### src/rtl/bcd_operand_entry_if.sv
// ---------------------------------------------------------------------------
// bcd_operand_entry_if
//
// Command/data bundle between the keypad decoder (master) and the BCD
// operand entry block (slave).
//
// Handshake: every command (digit_valid, backspace, clr_op, load) is a
// single-cycle strobe sampled on the rising clock edge together with sel,
// digit and D. There is no ready: the block takes one command per cycle.
// A command it cannot carry out is reported through err one cycle later.
//
// Signals
//   sel          target operand for this cycle's command
//   digit_valid  push digit into the selected operand
//   digit        BCD digit, valid 0..9
//   backspace    drop the least-significant digit of the selected operand
//   clr_op       clear the selected operand and its overflow flag
//   load         parallel load of D into the selected operand
//   D            packed BCD load data, DIGITS nibbles
//   Q            all operands, operand k at Q[k*W +: W]
//   cnt          significant-digit count of the selected operand
//   full         cnt == DIGITS for the selected operand
//   ovf          sticky per-operand overflow flags
//   err          one-cycle pulse after a rejected command
// ---------------------------------------------------------------------------
interface bcd_operand_entry_if #(
  parameter int DIGITS  = 4,
  parameter int NUM_OPS = 2,
  parameter int SELW    = $clog2(NUM_OPS)
);
  localparam int W  = 4 * DIGITS;
  localparam int CW = $clog2(DIGITS + 1);

  logic [SELW-1:0]      sel;
  logic                 digit_valid;
  logic [3:0]           digit;
  logic                 backspace;
  logic                 clr_op;
  logic                 load;
  logic [W-1:0]         D;
  logic [NUM_OPS*W-1:0] Q;
  logic [CW-1:0]        cnt;
  logic                 full;
  logic [NUM_OPS-1:0]   ovf;
  logic                 err;

  modport master (
    output sel, digit_valid, digit, backspace, clr_op, load, D,
    input  Q, cnt, full, ovf, err
  );

  modport slave (
    input  sel, digit_valid, digit, backspace, clr_op, load, D,
    output Q, cnt, full, ovf, err
  );
endinterface

### src/rtl/bcd_operand_entry.sv
// ---------------------------------------------------------------------------
// bcd_operand_entry
//
// NUM_OPS operand registers of DIGITS packed BCD nibbles each. Operands are
// built from keypad digits by shift-left-and-insert; backspace, per-operand
// clear and a parallel load (ALU result writeback) are also provided. All
// operands are presented in parallel on Q for the ALU and display.
//
// Ports
//   clk    system clock, rising edge
//   clear  asynchronous active-high reset of the whole block
//   bus    command/data bundle (slave side), see bcd_operand_entry_if
//
// Per cycle exactly one command acts on the selected operand, chosen by
// priority load > clr_op > backspace > digit_valid. Lower-priority strobes
// in the same cycle are dropped without an error.
//
// Each operand keeps a significant-digit count next to its value. The count
// is what makes leading-zero suppression, the full flag and overflow
// detection cheap: the value alone cannot tell "0" from "no digits yet".
// ---------------------------------------------------------------------------
module bcd_operand_entry #(
  parameter int DIGITS  = 4,
  parameter int NUM_OPS = 2,
  parameter int SELW    = $clog2(NUM_OPS)
) (
  input logic                clk,
  input logic                clear,
  bcd_operand_entry_if.slave bus
);

  localparam int W  = 4 * DIGITS;
  localparam int CW = $clog2(DIGITS + 1);

  localparam logic [CW-1:0] CNT_FULL = CW'(DIGITS);
  // One extra bit so the comparison also works when NUM_OPS == 2**SELW.
  localparam logic [SELW:0] OPS_LIM  = (SELW + 1)'(NUM_OPS);

  // -------------------------------------------------------------------------
  // Operand state
  // -------------------------------------------------------------------------
  logic [W-1:0]       value [NUM_OPS];
  logic [CW-1:0]      count [NUM_OPS];
  logic [NUM_OPS-1:0] ovf_r;
  logic               err_r;

  // -------------------------------------------------------------------------
  // Selected operand view
  // -------------------------------------------------------------------------
  logic          sel_ok;
  logic [W-1:0]  cur_val;
  logic [CW-1:0] cur_cnt;

  // An out-of-range select matches no operand, so cur_cnt reads as zero.
  always_comb begin
    sel_ok  = ({1'b0, bus.sel} < OPS_LIM);
    cur_val = '0;
    cur_cnt = '0;
    for (int k = 0; k < NUM_OPS; k++) begin
      if (bus.sel == SELW'(k)) begin
        cur_val = value[k];
        cur_cnt = count[k];
      end
    end
  end

  // -------------------------------------------------------------------------
  // Load data inspection: every nibble must be a decimal digit, and the
  // significant-digit count is the position of the highest nonzero nibble.
  // -------------------------------------------------------------------------
  logic          d_is_bcd;
  logic [CW-1:0] d_cnt;

  always_comb begin
    d_is_bcd = 1'b1;
    d_cnt    = '0;
    for (int i = 0; i < DIGITS; i++) begin
      if (bus.D[4*i +: 4] > 4'd9) begin
        d_is_bcd = 1'b0;
      end
      if (bus.D[4*i +: 4] != 4'd0) begin
        d_cnt = CW'(i + 1);
      end
    end
  end

  // -------------------------------------------------------------------------
  // Command decode for the selected operand
  // -------------------------------------------------------------------------
  logic          any_cmd;
  logic          wr_en;
  logic          set_ovf;
  logic          clr_ovf;
  logic          rej;
  logic [W-1:0]  nxt_val;
  logic [CW-1:0] nxt_cnt;

  always_comb begin
    any_cmd = bus.load | bus.clr_op | bus.backspace | bus.digit_valid;
    wr_en   = 1'b0;
    set_ovf = 1'b0;
    clr_ovf = 1'b0;
    rej     = 1'b0;
    nxt_val = cur_val;
    nxt_cnt = cur_cnt;

    if (!sel_ok) begin
      rej = any_cmd;
    end else if (bus.load) begin
      if (d_is_bcd) begin
        wr_en   = 1'b1;
        nxt_val = bus.D;
        nxt_cnt = d_cnt;
      end else begin
        rej = 1'b1;
      end
    end else if (bus.clr_op) begin
      wr_en   = 1'b1;
      nxt_val = '0;
      nxt_cnt = '0;
      clr_ovf = 1'b1;
    end else if (bus.backspace) begin
      // Backspace on an empty operand is a harmless no-op.
      if (cur_cnt != '0) begin
        wr_en   = 1'b1;
        nxt_val = cur_val >> 4;
        nxt_cnt = cur_cnt - 1'b1;
      end
    end else if (bus.digit_valid) begin
      if (bus.digit > 4'd9) begin
        rej = 1'b1;
      end else if ((cur_cnt == '0) && (bus.digit == 4'd0)) begin
        // Leading zero: nothing to record, not an error.
        wr_en = 1'b0;
      end else if (cur_cnt == CNT_FULL) begin
        set_ovf = 1'b1;
        rej     = 1'b1;
      end else begin
        wr_en   = 1'b1;
        nxt_val = (cur_val << 4) | W'(bus.digit);
        nxt_cnt = cur_cnt + 1'b1;
      end
    end
  end

  // -------------------------------------------------------------------------
  // State update: only the selected operand can change.
  // -------------------------------------------------------------------------
  always_ff @(posedge clk or posedge clear) begin
    if (clear) begin
      for (int k = 0; k < NUM_OPS; k++) begin
        value[k] <= '0;
        count[k] <= '0;
      end
      ovf_r <= '0;
      err_r <= 1'b0;
    end else begin
      err_r <= rej;
      for (int k = 0; k < NUM_OPS; k++) begin
        if (sel_ok && (bus.sel == SELW'(k))) begin
          if (wr_en) begin
            value[k] <= nxt_val;
            count[k] <= nxt_cnt;
          end
          if (set_ovf) begin
            ovf_r[k] <= 1'b1;
          end else if (clr_ovf) begin
            ovf_r[k] <= 1'b0;
          end
        end
      end
    end
  end

  // -------------------------------------------------------------------------
  // Outputs
  // -------------------------------------------------------------------------
  for (genvar g = 0; g < NUM_OPS; g++) begin : g_q
    assign bus.Q[g*W +: W] = value[g];
  end

  assign bus.cnt  = cur_cnt;
  assign bus.full = (cur_cnt == CNT_FULL);
  assign bus.ovf  = ovf_r;
  assign bus.err  = err_r;

endmodule
### src/flat_wrapper.sv
// flat-port wrapper written by rule: the top's interface ports become plain ports
module bcd_operand_entry_flat 
#(
  parameter int DIGITS  = 4,
  parameter int NUM_OPS = 2,
  parameter int SELW    = $clog2(NUM_OPS)
)
  (clk, clear, bus_sel, bus_digit_valid, bus_digit, bus_backspace, bus_clr_op, bus_load, bus_D, bus_Q, bus_cnt, bus_full, bus_ovf, bus_err);
  bcd_operand_entry_if #(.DIGITS(DIGITS), .NUM_OPS(NUM_OPS), .SELW(SELW)) bus_i ();
  input logic clk;
  input logic clear;
  input wire logic [$bits(bus_i.sel)-1:0] bus_sel;
  input wire logic [$bits(bus_i.digit_valid)-1:0] bus_digit_valid;
  input wire logic [$bits(bus_i.digit)-1:0] bus_digit;
  input wire logic [$bits(bus_i.backspace)-1:0] bus_backspace;
  input wire logic [$bits(bus_i.clr_op)-1:0] bus_clr_op;
  input wire logic [$bits(bus_i.load)-1:0] bus_load;
  input wire logic [$bits(bus_i.D)-1:0] bus_D;
  output wire logic [$bits(bus_i.Q)-1:0] bus_Q;
  output wire logic [$bits(bus_i.cnt)-1:0] bus_cnt;
  output wire logic [$bits(bus_i.full)-1:0] bus_full;
  output wire logic [$bits(bus_i.ovf)-1:0] bus_ovf;
  output wire logic [$bits(bus_i.err)-1:0] bus_err;
  assign bus_i.sel = bus_sel;
  assign bus_i.digit_valid = bus_digit_valid;
  assign bus_i.digit = bus_digit;
  assign bus_i.backspace = bus_backspace;
  assign bus_i.clr_op = bus_clr_op;
  assign bus_i.load = bus_load;
  assign bus_i.D = bus_D;
  assign bus_Q = bus_i.Q;
  assign bus_cnt = bus_i.cnt;
  assign bus_full = bus_i.full;
  assign bus_ovf = bus_i.ovf;
  assign bus_err = bus_i.err;
  bcd_operand_entry #(.DIGITS(DIGITS), .NUM_OPS(NUM_OPS), .SELW(SELW)) u_core (.clk(clk), .clear(clear), .bus(bus_i));
endmodule
### config.mk
export PLATFORM = sky130hd
export DESIGN_NAME = bcd_operand_entry_flat
export DESIGN_NICKNAME = d
export VERILOG_FILES = /design/src/rtl/bcd_operand_entry_if.sv /design/src/rtl/bcd_operand_entry.sv /design/src/flat_wrapper.sv
export SDC_FILE = /design/constraint.sdc
export NUM_CORES = 1
export LEC_CHECK = 0
export CORE_MARGIN = 8
export CORE_UTILIZATION = 55
export DETAILED_ROUTE_END_ITERATION = 12
export PLACE_DENSITY_LB_ADDON = 0.25
export SLEW_MARGIN = 20
export SYNTH_ARGS = -nofsm -noshare
export SYNTH_HDL_FRONTEND = slang
export SYNTH_SLANG_ARGS = --single-unit
### constraint.sdc
create_clock -name clk -period 4.4 [get_ports clk]
set_input_delay 0.88 -clock clk [delete_from_list [all_inputs] [get_ports clk]]
set_output_delay 0.88 -clock clk [all_outputs]
set_load 0.005 [all_outputs]
## Yosys cells after proc, flatten, opt, wreduce, memory -nomap -nowiden

Index checks and enable logic that the tools add are counted.

| word-level totals | value |
|---|---|
| bits of input ports | 27 |
| output and inout port bits | 39 |
| bits in read-only memories | 0 |
| memories | 0 |
| bits in writable memories | 0 |
| word-level logic and storage cells | 84 |
| latch bits | 0 |
| register bits after elaboration | 41 |

| operators by class | value |
|---|---|
| muxes and demuxes | 54 |
| multiply operators | 0 |
| $lt $le $gt $ge | 5 |
| equal/unequal tests | 1 |
| div/mod/pow operators | 0 |
| bitwise operators | 2 |
| reduce and logical (&&, ||, !) cells | 13 |
| add/subtract/negate cells | 2 |
| shift-type cells | 0 |

Operator list:

| cell | count |
|---|---|
| $mux 16 | 10 |
| $mux 3 | 13 |
| $mux 1 | 31 |
| $gt 4x4->1 const B | 5 |
| $or 16x4->16 | 1 |
| $reduce_bool 4->1 | 4 |
| $reduce_and 2->1 | 4 |
| $logic_not 4->1 | 1 |
| $add 3x1->3 const B | 1 |
| $eq 3x3->1 const B | 1 |
| $logic_not 3->1 | 1 |
| $reduce_bool 3->1 | 1 |
| $sub 3x1->3 const B | 1 |
| $reduce_bool 2->1 | 1 |
| $logic_and 1x1->1 | 1 |
| $not 1->1 | 1 |

## Longest topological paths before layout

Gate-level depths: netlist of the first run.

| depth | value |
|---|---|
| word-level depth | 11 |
| mapped depth | 11 |

## Worst setup path after synthesis of the first run

No wires, ideal clock.

| timing | value |
|---|---|
| kind | input -> output |
| start point | in bus_sel |
| end point | out bus_full |
| stages on the path | 8 |
| arrival | 2,477 ps |
| slack | 1,043 ps |
| buffers on the path | 3 |
| cell sequence | buf_2 buf_2 mux2_2 inv_1 ha_1 clkbuf_1 nand2_1 inv_1 |

| on the way | value |
|---|---|
| longest elaborated chain between the ends | 2 |

RTL lines:

| what | RTL line | RTL |
|---|---|---|
| from (decl) | flat_wrapper.sv:12 | `input wire logic [$bits(bus_i.sel)-1:0] bus_sel;` |
| $mux 3 | bcd_operand_entry.sv:60 | `if (bus.sel == SELW'(k)) begin` |
| net bus_cnt[1] | flat_wrapper.sv:20 | `output wire logic [$bits(bus_i.cnt)-1:0] bus_cnt;` |
| $eq 3x3->1 | bcd_operand_entry.sv:183 | `assign bus.full = (cur_cnt == CNT_FULL);` |
| to (decl) | flat_wrapper.sv:21 | `output wire logic [$bits(bus_i.full)-1:0] bus_full;` |

The timed path passes the listed nets, and every way through them passes these cells.

## Final worst setup path of the first run

| timing | value |
|---|---|
| start point | in bus_sel |
| end point | out bus_full |

| on the way | value |
|---|---|
| longest elaborated chain between the ends | 2 |

RTL lines:

| what | RTL line |
|---|---|
| $mux 3 | bcd_operand_entry.sv:60 |
| $eq 3x3->1 | bcd_operand_entry.sv:183 |

No other way between the ends.

==> flow_summary.ini, run 1 <==
[place]
place.port_buffers = 65
place_congestion = 0.958
dp_slack_ns = 0.540
dpl_cell_area_sq_um = 3680
dp_hpwl_mm = 7.56

[setup_path]
path_cells = clkdlybuf4s50_1 > mux2_2 > inv_1 > ha_1 > nand2_1 > inv_1 > clkdlybuf4s50_1
max_stage_delay_ns = 0.68
required_ns = 3.52
worstSetupEndpointType = output port
cp_max_fo = 7
crit_path_top_delay_cell = clkdlybuf4s50_1
startpoint_type = input pin
arrival_ns = 3.01
critPathBufInv = 4
rrSetupSlack_ns = 1.84
critPathKind = input pin to output port
crit_family = buffers and inverters

[die]
num_rows = 26
die-area_sq_um = 7920
initial_core_util_pct = 57.0
die_w_um = 89.0
die_y_um = 89.0
core-area_sq_um = 5140
io_pins = 66

[yosys]
synth_nets = 373
synth_xor_area_share_pct = 0
synth_edf_count = 0
synthMuxAreaShare_pct = 13.2
yosys.area_share.adder_pct = 1.28
synth_compound_area_share_pct = 29.8
seq_area_frac_synth_pct = 35.0
netlist_area_sq_um = 2930
synthFlopType = dfrtp_1
ys_async_sr_fraction_pct = 100
synth_top_family_by_area = compound AO/OA/AOI/OAI gates
ys_warn_count = 0
ys_ff_latch = 41
syn_inst = 343
synth_top_cell_by_area = dfrtp_1
synth_cell_types = 55
syn_avg_cell_area_sq_um = 8.54
yosys.area.top_type_share_pct = 35.0
synth-simple-area-share_pct = 15.7
synth_area_leaders = dfrtp_1 (35%), a21oi_1 (9.4%), mux2i_1 (5.1%)

[clock_tree]
htree_levels = 2
clkTransAtPathRegs_ns = 0.08
cts_made_buffers = 5
cts_hold_buf = 0
post_cts_buffers = 0
cts.sinks = 41
cts_resized = 0
worst_skew_pair.late_latency_ns = 0.30
clockBufferDepth = 2
cts_root_buf = clkbuf_8
cts_tree = yes

[drt]
detail-route-antenna-nets = 0
wl_per_cell_um = 21.4
routed_wl_mm = 10.2
drt_iter0_drc = 292
drc_errors = 0
via_per_inst = 6.84
drt_pass1_iterations = 5
vias = 3240

[run]
maxCapViolCount = 0

[sta]
period_needed_ns = 3.89
clock.fmax_mhz = 257
rsz0062_at_grt = false
finalSetupTns_ns = 0
whs_ns = 0.500
finalSetupViolCount = 0
setup_slack_ns = 0.512
fin_crit_sh_pct = 88.4
slew_viol_final = 0
hold_violations = 0
tightest_slew_ns = 0.570
slew_headroom_pct = 61.7
finClkSkew_ns = 0.00638

[min_path]
worstHoldPathType = register to register

[power]
ir_drop_mv = 0.322
p_per_area_nw_per_um2 = 407
leakagePower_uw = 0.00148

[final_layout]
layout_common_cells = clkdlybuf4s50_1 (65), a21oi_1 (55), dfrtp_1 (41)
nets = 434
final_area_sq_um = 3770
final_util_pct = 73.3
syn_to_final_growth_pct = 28.7
final_common_cell = clkdlybuf4s50_1
num_antenna_cells = 0
layout-drive-gt1-share_pct = 10.4

[global_route]
grt_pass1_vias = 3157
grt_usage_pct = 26.4
grt_start_max_net_pins = 42
grt_overflow = 0
grt_first_pass_wirelength_mm = 16.2
antenna_found_initial = 0

[outcome]
status = finished, final reports clean
==> report_power, final <==
part	total (uW)	internal, uW	switching [uW]
combinational	743	356	387
clock	258	125	134
sequential	532	462	70.0
==> cells in the mapped netlist, drive strengths merged (2+ instances only) <==
cell type,count
nor4,8
a21oi,55
o2111ai,2
a211oi,6
inv,6
a221o,3
a21o,2
a31oi,16
a22oi,2
clkbuf,20
nor3,16
ha,3
o211ai,4
o31ai,4
a211o,2
nand2,27
a311oi,2
buf,9
a41oi,3
nand4,4
and2,4
mux2,19
nand2b,5
nand3,3
nand3b,3
nor2,13
o22ai,3
o21ai,13
and3,2
or4,2
dfrtp,41
o21a,5
o41ai,2
mux2i,16
o22a,4
==> final cells by class <==
class                   instances  area [sq um]
multi-input cells             266          1760
fillers                       439          1370
flip-flops and latches         41          1030
repair buffers                 83           786
well taps                      70          87.6
clock buffers                   7          86.3
inverters                       7          26.3
==> flip-flops by register name (all words and copies together), names as in the netlist <==
register        flops
u_core.bus.ovf      2
u_core.count        6
u_core.bus.err      1
u_core.bus.Q       32
==> metrics by stage <==
| step | cells | power [uW] |
|---|---|---|
| after floorplan | 343 | 922 |
| after global placement | 467 | 1250 |
| after detailed placement | 467 | 1260 |
| after CTS | 474 | 1520 |
| after global routing | 474 | 1620 |
| final | 474 | 1530 |
==> metal layers <==
layer	share of wire, %	track usage [%]	wire (um)
met4	3.7	13.1	371
met5	0	0	0
met3	8.6	5.06	870
met2	47	41.2	4730
met1	41	34.0	4180
==> final timing paths <==
check	cells past startpoint	endpoint	startpoint
setup / recovery	7	bus_full	bus_sel
hold / removal	1	u_core.count[3]	u_core.count[3]
setup reg to reg	9	u_core.count[1]	u_core.count[4]
hold reg to reg	1	u_core.count[3]	u_core.count[3]
max in group asynchronous	3	u_core.bus.Q[6]	clear
min in group asynchronous	3	u_core.bus.Q[16]	clear
==> worst register-to-register path: stages (launching register included) <==
cell,delay (ns)
dfrtp_1,0.40
mux2_2,0.32
inv_1,0.10
ha_1,0.17
buf_4,0.19
clkinv_1,0.25
nor2_1,0.36
o221ai_1,0.18
a221oi_1,0.34
a21oi_1,0.13
==> kinds of logic after synthesis <==
logic type	after synthesis
simple gates	91
fa+ha+maj	3
buf+inv	36
flops	41
mux	35
compound gates	137
Power figures use the tool's default switching activity.
==> run 2, diff against run 1 <==
--- a/config.mk
+++ b/config.mk
@@ -5,10 +5,12 @@
 export SDC_FILE = /design/constraint.sdc
 export NUM_CORES = 1
 export LEC_CHECK = 0
+export ABC_AREA = 0
 export CORE_MARGIN = 8
 export CORE_UTILIZATION = 55
 export DETAILED_ROUTE_END_ITERATION = 12
 export PLACE_DENSITY_LB_ADDON = 0.25
+export RECOVER_POWER = 50
 export SLEW_MARGIN = 20
 export SYNTH_ARGS = -nofsm -noshare
 export SYNTH_HDL_FRONTEND = slang
==> flow_summary.ini, run 2 (synthesis gave the netlist of run 1 again) <==
[sta]
period_needed_ns = 3.88
finalSetupViolCount = 0
fin_crit_sh_pct = 88.1
finClkSkew_ns = 0.00302
slew_headroom_pct = -48.8
slew_viol_final = 42
clock.fmax_mhz = 258
tightest_slew_ns = 2.23
finalSetupTns_ns = 0
rsz0062_at_grt = false
whs_ns = 0.499
hold_violations = 0

[die]
num_rows = 26
core-area_sq_um = 5140
initial_core_util_pct = 57.0
die_w_um = 89.0
io_pins = 66
die_y_um = 89.0
die-area_sq_um = 7920

[drt]
wl_per_cell_um = 21.3
vias = 3203
drt_pass1_iterations = 5
detail-route-antenna-nets = 0
via_per_inst = 6.76
drc_errors = 0
routed_wl_mm = 10.1
drt_iter0_drc = 286

[setup_path]
crit_family = buffers and inverters
reg2reg_depth = 9
crit_path_top_delay_cell = clkdlybuf4s50_1
critPathBufInv = 4
cp_num_cells = 7
startpoint_type = input pin
path_cells = clkdlybuf4s50_1 > mux2_2 > inv_1 > ha_1 > nand2_1 > inv_1 > clkdlybuf4s50_1
critPathKind = input pin to output port
worstSetupEndpointType = output port
cp_max_fo = 7
max_stage_delay_ns = 0.67
arrival_ns = 3.00
required_ns = 3.52

[outcome]
failed_checks = capacitance limit, slew limit
status = complete, but fails checks

[final_layout]
nets = 434
num_antenna_cells = 0
layout_common_cells = a21oi_1 (55), clkdlybuf4s50_1 (45), dfrtp_1 (41)
layout-drive-gt1-share_pct = 10.1
largest_reg_flops = 32
final_common_cell = a21oi_1
syn_to_final_growth_pct = 28.5

[clock_tree]
clockBufferDepth = 2
cts_hold_buf = 0
post_cts_buffers = 0
worst_skew_pair.late_latency_ns = 0.29
clkTransAtPathRegs_ns = 0.08
cts_resized = 0
cts.sinks = 41
cts_made_buffers = 5
htree_levels = 2
cts_root_buf = clkbuf_8
cts_tree = yes

[global_route]
grt_overflow = 0
grt_usage_pct = 26.4
grt_pass1_vias = 3157
antenna_found_initial = 0
grt_start_max_net_pins = 42
grt_first_pass_wirelength_mm = 16.2

[min_path]
hold_depth = 1
worstHoldPathType = register to register

[place]
dp_hpwl_mm = 7.56
place.port_buffers = 65
place_congestion = 0.958

[power]
p_per_area_nw_per_um2 = 401
ir_drop_mv = 0.321
leakagePower_uw = 0.00150

[run]
maxCapViolCount = 1
==> run 2: routing by layer <==
layer / GRT usage [%] / wire length, um / vias to the layer above
met3: 5.06 / 812 / 30
met2: 41.2 / 4770 / 197
met5: 0 / 0 / -
met1: 34.0 / 4160 / 1527
met4: 13.1 / 332 / 0
li1: - / - / 1449
==> run 2: layout make-up <==
| cell class | count | area, sq um |
|---|---|---|
| multi-input cells | 266 | 1760 |
| fillers | 441 | 1370 |
| inverters | 7 | 26.3 |
| well taps | 70 | 87.6 |
| flip-flops and latches | 41 | 1030 |
| clock buffers | 7 | 86.3 |
| repair buffers | 83 | 782 |
==> run 2: worst paths after layout <==
path	start	to	slack, ns
worst max register to register	u_core.count[4]	u_core.count[1]	1.85
worst max-delay path	bus_sel	bus_full	0.52
min in group asynchronous	clear	u_core.bus.Q[16]	1.84
worst min register to register	u_core.count[3]	u_core.count[3]	0.50
max in group asynchronous	clear	u_core.bus.Q[31]	1.28
worst min-delay path	u_core.count[3]	u_core.count[3]	0.50
==> run 2: worst reg2reg max path, cell delays in order, from the launching register on <==
cell      delay, ns
dfrtp_1        0.39
mux2_2         0.32
inv_1          0.10
ha_1           0.17
buf_4          0.19
clkinv_1       0.24
nor2_1         0.35
o221ai_1       0.18
a221oi_1       0.34
a21oi_1        0.13
==> run 2: metrics by stage <==
step	instances	cell area, sq um	setup WS, ns	utilization [%]	power, uW
after floorplan	343	2930	1.04	-	922
after global placement	467	3680	0.580	71.7	1250
after detailed placement	467	3680	0.540	71.7	1260
after CTS	474	3770	0.540	73.3	1520
after global routing	474	3770	0.423	73.3	1600
final	474	3770	0.523	73.3	1510
==> run 2: report_power, final <==
part           switching, uW  internal (uW)
combinational            386            342
clock                    130            125
sequential              68.5            462
